$ cat config.mk
export PLATFORM = sky130hd
export DESIGN_NAME = ptmch_spi_mst
export DESIGN_NICKNAME = d
export VERILOG_FILES = /design/src/rtl/ptmch_spi_mst.sv
export SDC_FILE = /design/constraint.sdc
export NUM_CORES = 1
export LEC_CHECK = 0
export BUFFER_PORTS_ARGS = -buffer_cell sky130_fd_sc_hd__buf_2
export CAP_MARGIN = 25
export CORE_MARGIN = 1.5
export CORE_UTILIZATION = 55
export DETAILED_ROUTE_END_ITERATION = 10
export PLACE_DENSITY = 0.75
export SLEW_MARGIN = 10
export SYNTH_ARGS = -nofsm -noshare
export SYNTH_HDL_FRONTEND = slang
export SYNTH_SLANG_ARGS = --single-unit
$ cat constraint.sdc
create_clock -name CLK200M -period 4.9 [get_ports CLK200M]
set_clock_uncertainty 0.2 [all_clocks]
set_input_delay 0.98 -clock CLK200M [delete_from_list [all_inputs] [get_ports CLK200M]]
set_output_delay 0.98 -clock CLK200M [all_outputs]
set_load 0.03 [all_outputs]
$ cat src/rtl/ptmch_spi_mst.sv
// SPI mode-0 master: one DATA_W-bit frame per accept, MSB first, with CS setup/hold/gap timing.
// Define PTMCH_SPI_PARITY_EN to append an odd-parity bit after the LSB.
module ptmch_spi_mst #(
    parameter int DATA_W   = 16,
    parameter int CLK_DIV  = 10,
    parameter int CS_SETUP = 4,
    parameter int CS_HOLD  = 4,
    parameter int CS_GAP   = 4
) (
    input  logic              CLK200M,
    input  logic              RESET_N,
    input  logic [DATA_W-1:0] TX_DATA,
    input  logic              TX_VALID,
    output logic              TX_READY,
    output logic              BUSY,
    output logic              DONE,
    output logic              SPI_CS,
    output logic              SPI_CLK,
    output logic              SPI_MOSI
);

`ifdef PTMCH_SPI_PARITY_EN
    localparam int NBITS = DATA_W + 1;
`else
    localparam int NBITS = DATA_W;
`endif
    localparam int CNT_W = 16;
    localparam int DIV_W = $clog2(CLK_DIV);
    localparam int BIT_W = $clog2(NBITS + 1);

    typedef enum logic [2:0] {IDLE, SETUP, SHIFT, HOLD, GAP} state_t;

    state_t             state;
    logic [CNT_W-1:0]   cnt;
    logic [DIV_W-1:0]   div_cnt;
    logic [BIT_W-1:0]   bit_cnt;
    logic [NBITS-2:0]   shreg;     // bits still to send; the current bit lives in SPI_MOSI
    logic [NBITS-1:0]   load_val;

`ifdef PTMCH_SPI_PARITY_EN
    assign load_val = {TX_DATA, ~^TX_DATA};
`else
    assign load_val = TX_DATA;
`endif

    always_ff @(posedge CLK200M or negedge RESET_N) begin
        if (!RESET_N) begin
            state    <= IDLE;
            cnt      <= '0;
            div_cnt  <= '0;
            bit_cnt  <= '0;
            shreg    <= '0;
            TX_READY <= 1'b0;
            BUSY     <= 1'b0;
            DONE     <= 1'b0;
            SPI_CS   <= 1'b1;
            SPI_CLK  <= 1'b0;
            SPI_MOSI <= 1'b0;
        end else begin
            DONE <= 1'b0;
            case (state)
                IDLE: begin
                    TX_READY <= 1'b1;
                    if (TX_VALID && TX_READY) begin
                        shreg    <= load_val[NBITS-2:0];
                        SPI_MOSI <= load_val[NBITS-1];
                        SPI_CS   <= 1'b0;
                        BUSY     <= 1'b1;
                        TX_READY <= 1'b0;
                        cnt      <= '0;
                        state    <= SETUP;
                    end
                end
                SETUP: begin
                    if (cnt == CNT_W'(CS_SETUP - 1)) begin
                        cnt     <= '0;
                        div_cnt <= '0;
                        bit_cnt <= '0;
                        state   <= SHIFT;
                    end else begin
                        cnt <= cnt + 1'b1;
                    end
                end
                SHIFT: begin
                    if (div_cnt == DIV_W'(CLK_DIV - 1)) begin
                        div_cnt <= '0;
                        SPI_CLK <= ~SPI_CLK;
                        // Falling edge: advance to next bit, or finish after the last one
                        if (SPI_CLK) begin
                            if (bit_cnt == BIT_W'(NBITS - 1)) begin
                                bit_cnt <= '0;
                                state   <= HOLD;
                            end else begin
                                bit_cnt  <= bit_cnt + 1'b1;
                                SPI_MOSI <= shreg[NBITS-2];
                                shreg    <= {shreg[NBITS-3:0], 1'b0};
                            end
                        end
                    end else begin
                        div_cnt <= div_cnt + 1'b1;
                    end
                end
                HOLD: begin
                    if (cnt == CNT_W'(CS_HOLD - 1)) begin
                        cnt      <= '0;
                        SPI_CS   <= 1'b1;
                        SPI_MOSI <= 1'b0;
                        DONE     <= 1'b1;
                        state    <= GAP;
                    end else begin
                        cnt <= cnt + 1'b1;
                    end
                end
                GAP: begin
                    if (cnt == CNT_W'(CS_GAP - 1)) begin
                        cnt      <= '0;
                        BUSY     <= 1'b0;
                        TX_READY <= 1'b1;
                        state    <= IDLE;
                    end else begin
                        cnt <= cnt + 1'b1;
                    end
                end
                default: state <= IDLE;
            endcase
        end
    end

endmodule

==> results.cfg, run 1 <==
[timing]
max_freq_mhz = 398.1
drv_slew = 0
tightest_slew_ps = 978.8
slew_headroom = 0.3449
period_needed_ps = 2512
post-route-period-util = 0.5126
finalSetupTns_ps = 0
setup_viol = 0
hold_viol_final = 0
rsz0062_at_grt = no

[clocking]
holdBufCountCts = 0
cts_max_level = 2
clockBufferDepth = 2
cts_tree = yes
cts-buffers-inserted = 5
clkSlewWorstSetupHoldPaths_ps = 100
insertion_delay_ps = 310
cts_resized = 0
cts_sinks = 49
root_buffer = clkbuf_8
postCtsSetupBuffers = 0

[setup_path]
cp-start-kind = input port
r2r_end = cnt[11]$_DFFE_PN0P_
crit_path_max_fanout = 12
r2r_cells = 5
regToRegSetupSlack_ps = 2410
crit_path_end_kind = register
required_ps = 4900
worstPathArrival_ps = 2510
regToRegStartpoint = state[1]$_DFFE_PN0P_
critPathKind = in -> reg

[detailed_routing]
routed_wl_mm = 5.243
routedWlPerCell_microns = 14.09
vias_per_cell = 5.626
drc = 0
vias = 2093
ant_nets = 0
drtIter0Drc = 92
firstDrtPassIters = 4

[cells_and_area]
stdcell_area_sq_um = 2917
syn2layout_area_growth_pct = 7.668
diodes = 0
fillCellCount = 400
final_common_cell = nand2_1
layout.cells.most_common_list = nand2_1 (68), dfrtp_1 (48), buf_2 (24), nor2_1 (18)
drive_gt1_frac = 0.1967
fin_util = 0.6175
nets = 327

[min_path]
whs_path_depth = 1
hold_class = reg -> reg
min_to = cnt[15]$_DFFE_PN0P_
hp-start = cnt[15]$_DFFE_PN0P_

[global_routing]
grt_pass1_vias = 1973
gr-total-overflow = 0
grt_max_degree = 30
antenna_found_initial = 0
grt_usage = 0.2164
grt_pass1_wl_mm = 9.114

[floorplan]
coreArea_sq_um = 4723
die_h_microns = 73.18
ios = 25
die-area_sq_um = 5355
num_rows = 25
initial_utilization = 0.5735
dieWidth_microns = 73.18

[logic_synthesis]
netlist_area_sq_um = 2709
synth_edf_count = 0
ys_warn_count = 0
ys_seq_area_frac = 0.4531
synthCells = 285
ys.flop_type = dfrtp_1
synth_cell_types = 53
syn_nets = 308
syn_avg_cell_area_sq_um = 9.505
async_flop_share = 1.000
ys_seq_elements = 49

[job]
max_cap_viol_count = 0

[placement]
port_buffers = 24
gp_congestion = 0.8585
dpl.hpwl_mm = 3.697
detailed_place.area_sq_um = 2823

[pwr]
power.density_nw_per_um2 = 434.5
ir_worst_vdd_mv = 0.2501
leakage_nw = 1.366

[outcome]
status = completed
-- kinds of logic (layout without fill, tap and decap cells) --
| kind of cell | count (synthesis) | in the layout | synth area share |
|---|---|---|---|
| simple gates | 135 | 135 | 0.2462 |
| compound gates | 51 | 51 | 0.1233 |
| flops | 49 | 49 | 0.4531 |
| buf+inv | 21 | 41 | 0.05173 |
| mux | 18 | 18 | 0.08453 |
| xor+xnor | 7 | 7 | 0.02263 |
| fa+ha+maj | 4 | 4 | 0.01848 |
-- synthesized netlist by cell type, types with 2 or more instances --
library cell | count | area share
a21oi_1 | 6 | 0.011
a22o_1 | 2 | 0.0065
a31oi_1 | 12 | 0.028
and3_1 | 4 | 0.0092
and4_1 | 2 | 0.0065
buf_2 | 2 | 0.0037
buf_4 | 3 | 0.0083
buf_6 | 4 | 0.017
clkbuf_1 | 2 | 0.0028
dfrtp_1 | 48 | 0.44
ha_1 | 4 | 0.018
inv_1 | 8 | 0.011
mux2_2 | 7 | 0.029
mux2_4 | 8 | 0.044
mux2i_1 | 3 | 0.011
nand2_1 | 68 | 0.094
nand3_1 | 10 | 0.018
nand4_1 | 2 | 0.0046
nor2_1 | 18 | 0.025
nor2_2 | 2 | 0.0046
nor3_1 | 8 | 0.015
nor4_1 | 5 | 0.012
nor4b_1 | 2 | 0.0065
o21ai_0 | 12 | 0.022
o21ai_1 | 2 | 0.0037
o22ai_1 | 6 | 0.014
o311a_1 | 2 | 0.0074
or2_2 | 2 | 0.0046
or3_1 | 2 | 0.0046
xnor2_1 | 6 | 0.019
-- worst max-delay path by stage --
stage	startpoint	endpoint	slack, ps	depth (start not counted)
after detailed placement	TX_VALID	cnt[14]$_DFFE_PN0P_	2090	6
after global routing	TX_VALID	cnt[14]$_DFFE_PN0P_	2200	6
after CTS	TX_VALID	cnt[14]$_DFFE_PN0P_	2410	6
final	TX_VALID	cnt[14]$_DFFE_PN0P_	2390	6
after floorplan	TX_VALID	shreg[10]$_DFFE_PN0P_	2730	5
after global placement	TX_VALID	cnt[14]$_DFFE_PN0P_	2140	6
-- flip-flops by register name, summed over array words and instances, names as in the netlist --
register and flops:
BUSY 1, DONE 1, SPI_CLK 1, SPI_CS 1
SPI_MOSI 1, TX_READY 1, bit_cnt 5, cnt 16
div_cnt 4, shreg 15, state 3
-- metal layers --
layer | vias up | track usage | wire length [microns]
li1 | 1049 | - | -
met1 | 1012 | 0.3000 | 2563
met2 | 26 | 0.3374 | 2494
met3 | 6 | 0.04420 | 117
met4 | 0 | 0.07338 | 68
met5 | - | 0 | 0
-- power breakdown --
part	internal [mW]	total (mW)	leakage [nW]	switching [mW]
Clock	0.103	0.246	0.0447	0.143
Sequential	0.525	0.648	0.620	0.123
Combinational	0.187	0.373	0.701	0.186
Total	0.815	1.27	1.37	0.452
-- layout make-up --
class                      count  area, sq um  share of cell area
inverter                       8        30.03             0.01030
multi-input combinational    215         1341              0.4599
sequential                    49         1227              0.4208
clock buffer                   5        68.82             0.02360
clock inverter                 3        25.02            0.008580
tap                           67        83.83             0.02874
timing repair buffer          25        140.1             0.04805
-- worst max-delay path, stage by stage --
cell       delay [ps]
buf_2             120
a21oi_1           190
a2bb2oi_1         820
nor4_1            150
xnor2_1           200
nor2_1             50
-- per-stage QoR --
stage | power, mW | hold WS (ps) | worst slack, ps | cells
2_1_floorplan | 0.9431 | 253.3 | 2727 | 285
3_3_place_gp | 1.010 | 284.5 | 2142 | 363
3_5_place_dp | 1.027 | 290.7 | 2088 | 364
4_1_cts | 1.275 | 309.6 | 2413 | 372
5_1_grt | 1.357 | 321.6 | 2199 | 372
6_report | 1.267 | 311.6 | 2388 | 372
No activity file was read; power rests on OpenSTA's default activity.
==> run 2: changes to the inputs <==
--- a/config.mk
+++ b/config.mk
@@ -5,12 +5,13 @@
 export SDC_FILE = /design/constraint.sdc
 export NUM_CORES = 1
 export LEC_CHECK = 0
+export ABC_AREA = 1
 export BUFFER_PORTS_ARGS = -buffer_cell sky130_fd_sc_hd__buf_2
 export CAP_MARGIN = 25
 export CORE_MARGIN = 1.5
-export CORE_UTILIZATION = 55
+export CORE_UTILIZATION = 54
 export DETAILED_ROUTE_END_ITERATION = 10
-export PLACE_DENSITY = 0.75
+export PLACE_DENSITY = 0.76
 export SLEW_MARGIN = 10
 export SYNTH_ARGS = -nofsm -noshare
 export SYNTH_HDL_FRONTEND = slang
==> constraint.sdc (replaced) <==
create_clock -name CLK200M -period 2.3 [get_ports CLK200M]
set_clock_uncertainty 0.2 [all_clocks]
set_input_delay 0.46 -clock CLK200M [delete_from_list [all_inputs] [get_ports CLK200M]]
set_output_delay 0.46 -clock CLK200M [all_outputs]
set_load 0.03 [all_outputs]
==> run 2 against run 1 <==
Effect of this change: sequential share of layout area shrank 3.2 points; largest cell class unchanged; first-iteration DRC count increased by 32%; hold slack worse by 130 ps; critical path type is now reg -> reg; die area grew 7.5%; utilization about the same; total power rose to 3.0 times the previous value; cell count grew 24%; register-to-register slack worse by 2200 ps; synthesized cell count grew 27%; clock-buffer cell count up 1.
==> results.cfg, run 2 <==
[logic_synthesis]
synthCells = 363
netlist_area_sq_um = 2866
synth_edf_count = 0
yosys.area.top_type_share = 0.4190
synth_commonest_cells = nand2_1 (103), dfrtp_1 (48), inv_1 (34), nor2_1 (34)
synth_cell_types = 38
syn_avg_cell_area_sq_um = 7.897
syn_nets = 386
ys.flop_type = dfrtp_1
synth_top_area_cell = dfrtp_1
async_flop_share = 1.000
ys_seq_elements = 49
synthTopCellsByArea = dfrtp_1 (42%), nand2_1 (13%), nand3_1 (5.1%)
ys_warn_count = 0
ys_seq_area_frac = 0.4282
synth.most_common_cell = nand2_1

[global_routing]
gr-total-overflow = 0
grt_max_degree = 50
grt_usage = 0.2154
grt_pass1_wl_mm = 9.294
grt_pass1_vias = 2048
antenna_found_initial = 0

[pwr]
ir_worst_vdd_mv = 0.5137
power.density_nw_per_um2 = 1209
leakage_nw = 1.507

[timing]
period_needed_ps = 2080
finalSetupTns_ps = 0
drv_slew = 0
post-route-period-util = 0.9046
setup_viol = 0
hold_viol_final = 0
max_freq_mhz = 480.7
slew_headroom = 0.6905
tightest_slew_ps = 460.6
rsz0062_at_grt = no

[min_path]
hold_class = in -> reg

[setup_path]
r2r_cells = 8
path_delay_family = simple AND/OR/NAND/NOR gates
path_cells = ha_1 -> nand2_1 -> nor2_1 -> nand2_1 -> o21ai_4 -> nand2_1 -> nand2_1 -> nand2_1
crit_cells = 8
required_ps = 2300
crit_path_end_kind = register
regToRegStartpoint = cnt[0]$_DFFE_PN0P_
cpMostUsedCell = nand2_1
cp_slowest_stage_delay_ps = 420
worstPathArrival_ps = 2080
critPathKind = reg -> reg
cp-startpoint = cnt[0]$_DFFE_PN0P_
r2r_end = bit_cnt[2]$_DFFE_PN0P_
cp-start-kind = register
crit_buf_inv = 0
crit_end = bit_cnt[2]$_DFFE_PN0P_
crit_path_max_fanout = 10
regToRegSetupSlack_ps = 220
critPathSlowestCell = dfrtp_1

[cells_and_area]
nets = 413
largest_reg_flops = 16
diodes = 0
stdcell_area_sq_um = 3154
layout.cells.most_common_list = nand2_1 (103), dfrtp_1 (48), inv_1 (34), nor2_1 (34)
reg_top3 = cnt (16), shreg (15), bit_cnt (5)
syn2layout_area_growth_pct = 10.04
drive_gt1_frac = 0.1637
final_common_cell = nand2_1
top_register = cnt

[detailed_routing]
firstDrtPassIters = 5
routed_wl_mm = 5.953
drc = 0
vias = 2417
ant_nets = 0
vias_per_cell = 5.243
drtIter0Drc = 121
routedWlPerCell_microns = 12.91

[floorplan]
die-area_sq_um = 5755
dieWidth_microns = 75.86
ios = 25
num_rows = 26
coreArea_sq_um = 5107
die_h_microns = 75.86
initial_utilization = 0.5612

[clocking]
root_buffer = clkbuf_8
cts_sinks = 49
clkSlewWorstSetupHoldPaths_ps = 90
cts_tree = yes
insertion_delay_ps = 300
clockBufferDepth = 2
postCtsSetupBuffers = 0
cts_max_level = 2
cts-buffers-inserted = 5

[placement]
dpl.hpwl_mm = 4.187
gp_congestion = 0.9523
port_buffers = 24
detailed_place.area_sq_um = 3033

[outcome]
status = completed

[job]
max_cap_viol_count = 0
[run 2: area by class of cell]
class	instances	area, sq um
Multi-Input combinational cell	267	1411
Tap cell	70	87.58
Clock inverter	2	38.79
Clock buffer	6	72.57
Inverter	38	143.9
Fill cell	464	1953
Timing Repair Buffer	29	172.7
Sequential cell	49	1227
[run 2: repair_timing]
action	in CTS	in global routing
resized for setup	0	0
endpoints found under the hold margin	48	0
hold buffers	1	0
[run 2: worst min path at each step]
stage | cells after the start | to | start
4_1_cts | 3 | shreg[0]$_DFFE_PN0P_ | TX_DATA[0]
6_report | 3 | shreg[0]$_DFFE_PN0P_ | TX_DATA[0]
3_3_place_gp | 2 | BUSY$_DFFE_PN0P_ | BUSY$_DFFE_PN0P_
3_5_place_dp | 2 | BUSY$_DFFE_PN0P_ | BUSY$_DFFE_PN0P_
2_1_floorplan | 0 | BUSY$_DFFE_PN0P_ | RESET_N
5_1_grt | 3 | shreg[0]$_DFFE_PN0P_ | TX_DATA[0]
[run 2: metrics by stage]
step	std cells	hold WS (ps)	total power, mW	util	setup WS, ps
3_3_place_gp	452	251.3	3.141	0.5938	411.6
5_1_grt	461	182.7	4.144	0.6176	3.925
2_1_floorplan	363	-35.59	2.917	-	567.1
4_1_cts	461	175.6	3.834	0.6176	236.0
6_report	461	181.0	3.814	0.6176	219.5
3_5_place_dp	452	257.3	3.195	0.5938	291.6
[run 2: worst reg2reg max path, cell delays in order (launching register included)]
cell and delay [ps]:
dfrtp_1 420, ha_1 310, nand2_1 100, nor2_1 130, nand2_1 180, o21ai_4 300, nand2_1 190, nand2_1 100
nand2_1 50
[run 2: kinds of logic (layout without fill, tap and decap cells)]
| group | count (synthesis) | count (layout) | share of synthesized area |
|---|---|---|---|
| compound gates | 61 | 61 | 0.1375 |
| xor+xnor | 10 | 10 | 0.03056 |
| fa+ha+maj | 4 | 4 | 0.01746 |
| buf+inv | 47 | 75 | 0.07943 |
| flops | 49 | 49 | 0.4282 |
| simple gates | 192 | 192 | 0.3069 |
[run 2: power by group]
part	switching (mW)	internal, mW
Combinational	1.29	0.594
Sequential	0.179	1.13
Clock	0.299	0.327
Total	1.77	2.05
[run 2: layer usage]
metal / share of wire / global-route usage
met1: 0.48 / 0.2997
met2: 0.47 / 0.3411
met3: 0.030 / 0.03175
met4: 0.012 / 0.07937
met5: 0 / 0
==> run 3: changes to the inputs <==
--- a/config.mk
+++ b/config.mk
@@ -11,6 +11,7 @@
 export CORE_MARGIN = 1.5
 export CORE_UTILIZATION = 54
 export DETAILED_ROUTE_END_ITERATION = 10
+export MAX_ROUTING_LAYER = met4
 export PLACE_DENSITY = 0.76
 export SLEW_MARGIN = 10
 export SYNTH_ARGS = -nofsm -noshare
==> run 3 against run 2 <==
Effect of this change: sequential cell count did not move; utilization is essentially flat; die area is the same; first-iteration DRC count down 0.83%; critical path depth stayed put; combinational power is essentially flat; hold slack improved by 12 ps; clock power grew 2%; sequential power hardly changed; worst setup slack improved by 1.7 ps; critical endpoint is now bit_cnt[4]$_DFFE_PN0P_; largest power group unchanged.
==> results.cfg, run 3 (same netlist as run 2, synthesis figures left out) <==
[outcome]
status = completed

[floorplan]
initial_utilization = 0.5612
num_rows = 26
ios = 25
die_h_microns = 75.86
coreArea_sq_um = 5107
die-area_sq_um = 5755
dieWidth_microns = 75.86

[global_routing]
grt_max_degree = 35
antenna_found_initial = 0
gr-total-overflow = 0
grt_pass1_vias = 2214
grt_usage = 0.2342
grt_pass1_wl_mm = 9.929

[timing]
drv_slew = 0
finalSetupTns_ps = 0
hold_viol_final = 0
max_freq_mhz = 481.0
setup_viol = 0
rsz0062_at_grt = no
slew_headroom = 0.6891
period_needed_ps = 2079
post-route-period-util = 0.9038
tightest_slew_ps = 465.6

[detailed_routing]
routedWlPerCell_microns = 12.95
firstDrtPassIters = 5
routed_wl_mm = 5.957
vias = 2431
ant_nets = 0
drc = 0
vias_per_cell = 5.285
drtIter0Drc = 120

[job]
max_cap_viol_count = 0

[pwr]
cellInternalPower_mw = 2.064
switching_share = 0.4598
combPwrFrac = 0.489
power_frac_clock = 0.167
power.density_nw_per_um2 = 1212
p_sw_mw = 1.757
power_frac_seq = 0.343
leakage_nw = 1.506
ir_worst_vdd_mv = 0.5058
power_mw = 3.821

[placement]
detailed_place.area_sq_um = 3025
dpl.hpwl_mm = 4.326
gp_congestion = 0.9156
port_buffers = 24
place_inst = 451

[clocking]
cts-buffers-inserted = 5
insertion_delay_ps = 300
cts_sinks = 49
clkSlewWorstSetupHoldPaths_ps = 90
cts_tree = yes
root_buffer = clkbuf_8
clockBufferDepth = 2
cts_max_level = 2

[setup_path]
cp-start-kind = register
r2r_cells = 8
required_ps = 2300
worstPathArrival_ps = 2080
r2r_end = bit_cnt[4]$_DFFE_PN0P_
crit_end = bit_cnt[4]$_DFFE_PN0P_
regToRegSetupSlack_ps = 220
crit_path_end_kind = register
critPathKind = reg -> reg
regToRegStartpoint = cnt[0]$_DFFE_PN0P_
cp_slowest_stage_delay_ps = 420
crit_path_max_fanout = 10
cpMostUsedCell = nand2_1
crit_buf_inv = 0
path_cells = ha_1 -> nand2_1 -> nor2_1 -> nand2_1 -> o21ai_4 -> nand2_1 -> nand2_1 -> nand2_1
crit_cells = 8
path_delay_family = simple AND/OR/NAND/NOR gates
critPathSlowestCell = dfrtp_1
cp-startpoint = cnt[0]$_DFFE_PN0P_

[cells_and_area]
final_common_cell = nand2_1
nets = 412
fillCellCount = 456
top_register = cnt
instances_no_fill = 460
stdcell_area_sq_um = 3152
drive_gt1_frac = 0.1615
diodes = 0
syn2layout_area_growth_pct = 9.952
largest_reg_flops = 16
reg_top3 = cnt (16), shreg (15), bit_cnt (5)
layout.cells.most_common_list = nand2_1 (103), dfrtp_1 (48), inv_1 (34), nor2_1 (34)
fin_util = 0.6171

[min_path]
hold_class = in -> reg
## run 3: worst reg2reg max path, stage by stage (launching register included)
cell     delay (ps)
dfrtp_1         420
ha_1            310
nand2_1          90
nor2_1          110
nand2_1         180
o21ai_4         320
nand2_1         200
nand2_1         100
nand2_1          50
## run 3: final cells by class
cell class / count / area, sq um / area share
clock buffer: 7 / 86.33 / 0.02739
clock inverter: 1 / 30.03 / 0.009528
inverter: 38 / 143.9 / 0.04565
multi-input combinational: 267 / 1411 / 0.4478
sequential: 49 / 1227 / 0.3894
tap: 70 / 87.58 / 0.02779
timing repair buffer: 28 / 165.2 / 0.05240
## run 3: power by group through the flow
| stage | logic (mW) | registers, mW | clock network, mW |
|---|---|---|---|
| after global placement | 1.83 | 1.31 | 0 |
| final | 1.87 | 1.31 | 0.638 |
| after detailed placement | 1.87 | 1.32 | 0 |
| after CTS | 1.89 | 1.31 | 0.656 |
| after floorplan | 1.57 | 1.35 | 0 |
| after global routing | 2.14 | 1.34 | 0.691 |
## run 3: metrics by stage
| stage | setup WS, ps | hold slack, ps |
|---|---|---|
| 2_1_floorplan | 567.1 | -35.59 |
| 3_3_place_gp | 364.0 | 201.7 |
| 3_5_place_dp | 257.8 | 204.3 |
| 4_1_cts | 238.7 | 186.0 |
| 5_1_grt | 66.12 | 206.8 |
| 6_report | 221.2 | 192.6 |
## run 3: layer usage
| layer | vias to the layer above | routed length [microns] | track usage | share of wire |
|---|---|---|---|---|
| li1 | 1224 | - | - | - |
| met1 | 1132 | 2720 | 0.3130 | 0.46 |
| met2 | 61 | 2851 | 0.3575 | 0.48 |
| met3 | 14 | 282 | 0.04233 | 0.047 |
| met4 | 0 | 102 | 0.08135 | 0.017 |
| met5 | - | 0 | - | 0 |
## run 3: timing repair
item,CTS,global route
hold buffers,1,0
hold endpoints to repair,14,0
setup buffers,0,0
resized for setup,0,0
setup endpoints to repair,0,0
## run 3: worst min-delay path by stage
| stage | start | to | slack, ps | cells after the start |
|---|---|---|---|---|
| 2_1_floorplan | RESET_N | BUSY$_DFFE_PN0P_ | -40 | 0 |
| 3_3_place_gp | RESET_N | TX_READY$_DFFE_PN0P_ | 200 | 1 |
| 3_5_place_dp | RESET_N | BUSY$_DFFE_PN0P_ | 200 | 1 |
| 4_1_cts | TX_DATA[0] | shreg[0]$_DFFE_PN0P_ | 190 | 3 |
| 5_1_grt | TX_DATA[0] | shreg[0]$_DFFE_PN0P_ | 210 | 3 |
| 6_report | TX_DATA[0] | shreg[0]$_DFFE_PN0P_ | 190 | 3 |
